File: src/rtl/fifo_pkg.sv
// fifo_pkg: shared constants and packer state encoding for the nibble FIFO family.
package fifo_pkg;
   localparam int NIB_W_DEF  = 4;
   localparam int FIFO_DEPTH = 8;
   typedef enum logic {FILL, OUT} pack_state_t;
endpackage

File: src/rtl/fifo_nibble_packer.sv
// fifo_nibble_packer: drains a 1-cycle-latency nibble FIFO and packs NIBS nibbles per valid/ready word.
// Optional PACK_WORD_COUNT_EN adds word_cnt, a 16-bit count of completed handshakes.
module fifo_nibble_packer
   import fifo_pkg::*;
#(
   parameter int NIB_W = NIB_W_DEF,
   parameter int NIBS  = 2,
   parameter int CNT_W = 4
) (
   input  logic                  clk,
   input  logic                  rst,
   input  logic                  fifo_empty,
   output logic                  fifo_rd_en,
   input  logic [NIB_W-1:0]      fifo_rd_data,
   input  logic                  flush,
   output logic                  m_valid,
   input  logic                  m_ready,
   output logic [NIB_W*NIBS-1:0] m_data,
`ifdef PACK_WORD_COUNT_EN
   output logic [15:0]           word_cnt,
`endif
   output logic                  m_partial
);
   localparam int W = NIB_W * NIBS;
   localparam logic [CNT_W:0] NIBS_C = (CNT_W + 1)'(NIBS);
   pack_state_t      state_q, state_d;
   logic [CNT_W-1:0] cnt_q, cnt_d;
   logic             rd_pend_q, flush_req_q, flush_req_d;
   logic [W-1:0]     acc_q, acc_d, m_data_q, m_data_d;
   logic             m_valid_q, m_valid_d, m_partial_q, m_partial_d;
   // Count in-flight reads so the word never overfills.
   assign fifo_rd_en = (state_q == FILL) && !fifo_empty && !flush_req_q &&
                       (({1'b0, cnt_q} + {{CNT_W{1'b0}}, rd_pend_q}) < NIBS_C);
   always_comb begin
      state_d     = state_q;
      cnt_d       = cnt_q;
      flush_req_d = flush_req_q | (flush && state_q == FILL);
      acc_d       = acc_q;
      m_valid_d   = m_valid_q;
      m_data_d    = m_data_q;
      m_partial_d = m_partial_q;
      if (state_q == OUT) begin
         if (m_ready) begin
            state_d   = FILL;
            cnt_d     = '0;
            acc_d     = '0;
            m_valid_d = 1'b0;
         end
      end else if (rd_pend_q) begin
         for (int i = 0; i < NIBS; i++)
            if (cnt_q == CNT_W'(i)) acc_d[i*NIB_W +: NIB_W] = fifo_rd_data;
         cnt_d = cnt_q + CNT_W'(1);
         if ({1'b0, cnt_d} == NIBS_C) begin
            state_d     = OUT;
            m_valid_d   = 1'b1;
            m_partial_d = 1'b0;
            m_data_d    = acc_d;
            flush_req_d = 1'b0;
         end
      end else if (flush_req_q) begin
         // Pending read has landed; close whatever has been collected.
         flush_req_d = 1'b0;
         if (cnt_q != '0) begin
            state_d     = OUT;
            m_valid_d   = 1'b1;
            m_partial_d = 1'b1;
            m_data_d    = acc_q;
         end
      end
   end
   always_ff @(posedge clk) begin
      if (rst) begin
         state_q     <= FILL;
         cnt_q       <= '0;
         rd_pend_q   <= 1'b0;
         flush_req_q <= 1'b0;
         acc_q       <= '0;
         m_valid_q   <= 1'b0;
         m_data_q    <= '0;
         m_partial_q <= 1'b0;
      end else begin
         state_q     <= state_d;
         cnt_q       <= cnt_d;
         rd_pend_q   <= fifo_rd_en;
         flush_req_q <= flush_req_d;
         acc_q       <= acc_d;
         m_valid_q   <= m_valid_d;
         m_data_q    <= m_data_d;
         m_partial_q <= m_partial_d;
      end
   end
   assign m_valid   = m_valid_q;
   assign m_data    = m_data_q;
   assign m_partial = m_partial_q;
`ifdef PACK_WORD_COUNT_EN
   logic [15:0] word_cnt_q;
   always_ff @(posedge clk) begin
      if (rst) word_cnt_q <= '0;
      else if (m_valid_q && m_ready) word_cnt_q <= word_cnt_q + 16'd1;
   end
   assign word_cnt = word_cnt_q;
`endif
endmodule

File: config.mk
export PLATFORM = sky130hd
export DESIGN_NAME = fifo_nibble_packer
export DESIGN_NICKNAME = d
export VERILOG_FILES = /design/src/rtl/fifo_pkg.sv /design/src/rtl/fifo_nibble_packer.sv
export SDC_FILE = /design/constraint.sdc
export NUM_CORES = 1
export LEC_CHECK = 0
export BUFFER_PORTS_ARGS = -buffer_cell sky130_fd_sc_hd__buf_2
export CORE_MARGIN = 4
export CORE_UTILIZATION = 35
export CTS_BUF_LIST = sky130_fd_sc_hd__clkbuf_4 sky130_fd_sc_hd__clkbuf_8
export CTS_CLUSTER_SIZE = 40
export DETAILED_ROUTE_END_ITERATION = 10
export GPL_TIMING_DRIVEN = 0
export HOLD_SLACK_MARGIN = 0.05
export MAX_ROUTING_LAYER = met4
export PLACE_DENSITY_LB_ADDON = 0.2
export SETUP_SLACK_MARGIN = 0.2
export SYNTH_ARGS = -nofsm -noshare
export SYNTH_HDL_FRONTEND = slang
export SYNTH_SLANG_ARGS = --single-unit
File: constraint.sdc
create_clock -name clk -period 3.85 [get_ports clk]
set_input_delay 0.1925 -clock clk [delete_from_list [all_inputs] [get_ports clk]]
set_output_delay 0.1925 -clock clk [all_outputs]
set_load 0.01 [all_outputs]
Word-level counts from Yosys, hierarchy flattened
Index checks and enable logic that the tools add are counted.

word-level totals
  register bits = 25
  latch bits = 0
  memory bits (writable) = 0
  ROM bits = 0
  input port bits = 9
  output and inout port bits = 11
  memories kept = 0

cells by class
  add/sub/neg operators = 2
  $mul = 0
  div/mod/pow operators = 0
  order comparisons = 1
  equal/unequal tests = 5
  shifts and indexed selects = 0
  multiplexer cells = 30
  bitwise gates (word level) = 2
  reductions and logical operators = 16

operators with widths
  kind                 number
  $mux 8               7
  $mux 4               5
  $mux 1               18
  $reduce_and 4->1     2
  $reduce_bool 2->1    3
  $reduce_bool 3->1    2
  $add 4x1->5          1
  $lt 5x2->1 const B   1
  $add 4x1->4 const B  1
  $eq 4x1->1 const B   1
  $eq 4x2->1 const B   1
  $logic_and 1x1->1    4
  $logic_not 4->1      1
  $reduce_bool 4->1    1
  $ne 3x2->1 const B   1
  $logic_not 1->1      2
  $ne 2x1->1 const B   1
  $ne 2x2->1 const B   1
  $reduce_and 2->1     1
  $not 1->1            1
  $or 1x1->1           1

Longest topological paths before layout
  depth in word-level cells = 6
  depth in mapped cells = 7

Worst setup path before layout
No wires, ideal clock.

  path type = register to register
  from = register cnt_q[0]
  to = register m_valid_q, in the netlist m_valid
  library setup time = 0.116 ns
  arrival time = 1.489 ns
  required time = 3.734 ns
  path slack = 2.244 ns
  stages on the path, launching flop included = 6
  path through = dfxtp_1 -> ha_1 -> xor2_1 -> o32a_4 -> nor2_8 -> o211a_1

between the ends
  cells in the longest elaborated chain, start to end = 4
  elaborated cells between the ends (all ways) = 6
  classes of those cells = add/sub (1); eq/ne (2); reduce/logical (3)

ends and longest elaborated chain
  element                         line                      RTL
  from (decl)                     fifo_nibble_packer.sv:27  logic [CNT_W-1:0] cnt_q, cnt_d;
  from (signal assigned)          fifo_nibble_packer.sv:83  cnt_q <= cnt_d;
  $add 4x1->4                     fifo_nibble_packer.sv:52  cnt_d = cnt_q + CNT_W'(1);
  $eq 4x2->1                      fifo_nibble_packer.sv:53  if ({1'b0, cnt_d} == NIBS_C) begin
  $ne 3x2->1 (no line)            -
  $reduce_and 4->1 (no line) (*)  -
  to (signal assigned)            fifo_nibble_packer.sv:87  m_valid_q <= m_valid_d;
  to (decl)                       fifo_nibble_packer.sv:30  logic m_valid_q, m_valid_d, m_partial_q, m_partial_d;

Every way passes the cells marked *; elsewhere a longest branch is shown, timed or not.
A chain may end at the register's enable or synchronous reset.

Final worst setup path
  from = register rd_pend_q
  to = output port fifo_rd_en

between the ends
  cells in the longest elaborated chain, start to end = 3

ends and longest elaborated chain
  element                 line                      RTL
  from (decl)             fifo_nibble_packer.sv:28  logic rd_pend_q, flush_req_q, flush_req_d;
  from (signal assigned)  fifo_nibble_packer.sv:84  rd_pend_q <= fifo_rd_en;
  $add 4x1->5             fifo_nibble_packer.sv:33  (({1'b0, cnt_q} + {{CNT_W{1'b0}}, rd_pend_q}) < NIBS_C);
  $lt 5x2->1              fifo_nibble_packer.sv:33
  $logic_and 1x1->1       fifo_nibble_packer.sv:32  assign fifo_rd_en = (state_q == FILL) && !fifo_empty && !flush_req_q &&
  to (decl)               fifo_nibble_packer.sv:13  output logic fifo_rd_en,

Every way passes these cells.

==> impl_results.md <==
* Status: finished clean
* VDD IR max at 0.000127 V
* Flop pwr share at 51.0%
* Post-Route Setup TNS at 0 ns
* CP Launch Type: register
* CP startpoint: rd_pend_q$_SDFF_PP0_
* CP max FO at 10
* Cell Area, Synth at 0.00128 mm^2
* Pwr dens at 369 mW/mm^2
* Final std cells w/o fill at 204
* Routed len/inst at 13.9 um
* CTS resizes at 0
* Mapped Cells at 135
* P_sw at 0.161 mW
* RSZ-0062 raised after global routing: no
* First DRT Iteration DRCs at 61
* Setup violators final at 0
* Critical Path AT at 1.67 ns
* Layout cell share with drive strength beyond 1 at 26.6%
* Actual slew at the worst max-slew pin at 0.648 ns
* Largest net degree at the start of global routing at 16
* Most frequent cells in the layout: dfxtp_1, nor2_1, buf_2
* Req. time, crit path at 3.66 ns
* Setup WS post-layout at 1.99 ns
* Most common cell after layout, fill and taps aside: dfxtp_1
* Worst skew pair latency at 0.27 ns
* Initial Util at 37.3%
* Total gr overflow at 0
* Yosys top cell by area: dfxtp_1
* Mapped Nets at 148
* CTS tree: yes
* Final nets at 172
* Max Fclk at 0.538 GHz
* Max Cap Viol at 0
* Unique masters post-synth at 36
* GR Util All Layers at 13.8%
* Crit path cell chain: buf_4 > and2_1 > ha_1 > nor3_1 > and3_1 > buf_2
* Synth warn at 0
* H-tree Lvls at 1
* Mapped Avg Cell Area at 9.51 um^2
* Combinational share of power at 19.6%
* Ant. Diodes at 0
* Reg2reg start: cnt_q[0]$_SDFFE_PP0P_
* Post-CTS Hold Fix Bufs at 0
* Slowest CP cell: dfxtp_1
* Routed Wire Length at 2840 um
* Filler Cell Count at 346
* Setup Skew at 0.00712 ns
* Post-DP HPWL at 2140 um
* FP Rows at 21
* Net Sw Frac at 29.4%
* Drc violations at 0
* Area delta synth->final at 15.7%
* Worst setup EP type: output pin
* Sink Count at 25
* Ports at 20
* Routed Antenna Nets at 0
* Routed vias at 1,072
* Final Hold Viols at 0
* CTS buffer count at 3
* Core area at 0.00344 mm^2
* Post-synth ARST share at 0%
* Final total power at 0.548 mW
* Clock power frac at 29.4%
* Vias in the first global route at 1,035
* Root Driver: clkbuf_8
* Ranking of synthesized cells by area: dfxtp_1, a211oi_2, mux2i_1, a22oi_1, nor2_1
* Port bufs at 19
* Sequential share of the synthesized area at 39.0%
* Worst-path clk slew at 0.09 ns
* DRT Pass-1 Iters at 4
* Final worst-path cycle share at 48.3%
* Most used DFF post-synth: dfxtp_1
* Crit-path leading delay family: simple AND/OR/NAND/NOR gates
* Worst path bufs/invs at 2
* Cells after DPL at 200
* Slew headroom at 56.8%
* Share of the synthesized area in the top cell type at 39.0%
* Vias per inst at 5.25
* Minimum clock period at 1.86 ns
* Largest stage delay, worst path at 0.33 ns
* Hold Crit Start: rst
* Crit path kind: reg2out
* First-pass GRT wire length at 4760 um
* Die Width at 68.6 um
* Synthesized flop and latch total at 25
* Initial antenna violation count at 0
* Pleak at 0.603 nW
* Int Pwr at 0.387 mW
* Worst Hold Class: in2reg
* Die H at 68.6 um
* Die area at 0.00470 mm^2
* Routability cong. at 0.847
* Post-Place Worst Slack at 2.08 ns
* Fin. max-slew vios at 0
* Setup bufs post-CTS at 0
* Number of synthesized flops with an enable pin at 0
* Clock tree buffer depth at 2
* Final hold slack at 0.167 ns
==> cell usage after synthesis, drive strengths merged (4+ instances only) <==
master / number
nor2: 21
dfxtp: 25
mux2i: 8
a21oi: 12
o21ai: 5
inv: 4
a22oi: 10
a211oi: 8
clkbuf: 4
nand3: 4
nand2: 6
ha: 4
==> cell type report <==
type / count / area (um^2) / area share [%]
clock inverters: 1 / 7.51 / 0.505
multi-input cells: 100 / 739 / 49.8
flip-flops and latches: 25 / 500 / 33.7
well taps: 46 / 57.6 / 3.88
plain buffers: 6 / 28.8 / 1.94
repair buffers: 19 / 95.1 / 6.40
clock buffers: 3 / 41.3 / 2.78
inverters: 4 / 15.0 / 1.01
==> final timing paths <==
| path | end | slack [ns] | cells after the start |
|---|---|---|---|
| worst max-delay path | fifo_rd_en | 1.99 | 6 |
| worst max register to register | m_data[7]$_SDFFE_PP0P_ | 2.02 | 5 |
| worst min-delay path | m_data[4]$_SDFFE_PP0P_ | 0.17 | 2 |
| worst min register to register | m_partial$_SDFFE_PP0P_ | 0.49 | 2 |
==> stage by stage <==
step	cell area, um^2	util, %
floorplan	1280	-
global placement	1440	41.7
detailed placement	1440	41.7
CTS	1490	43.1
global route	1490	43.1
finish	1490	43.1
==> logic make-up after synthesis <==
kind of cell / synth area share, %
adder cells (fa/ha/maj): 3.90
multiplexers: 6.24
XOR/XNOR: 1.95
buffers and inverters: 3.41
AO/OA/AOI/OAI: 28.2
AND/OR/NAND/NOR: 17.3
flip-flops: 39.0
==> registers in the layout, summed over array words and instances, names as in the netlist <==
signal	flops
m_valid	1
rd_pend_q	1
state_q	1
flush_req_q	1
cnt_q	4
m_partial	1
m_data	8
acc_q	8
==> metal layers <==
metal,wire [um],global-route usage (%)
met5,0,-
met3,124,2.59
met2,1300,21.2
met4,42,5.21
met1,1380,17.9
==> power groups by stage <==
stage               Clock [mW]  Sequential (mW)  Combinational [mW]
floorplan                    0            0.287              0.0741
global placement             0            0.285               0.105
detailed placement           0            0.286               0.107
CTS                      0.167            0.280               0.108
global route             0.176            0.282               0.119
finish                   0.161            0.280               0.107
Note: power is estimated with default switching activity, not from simulation.
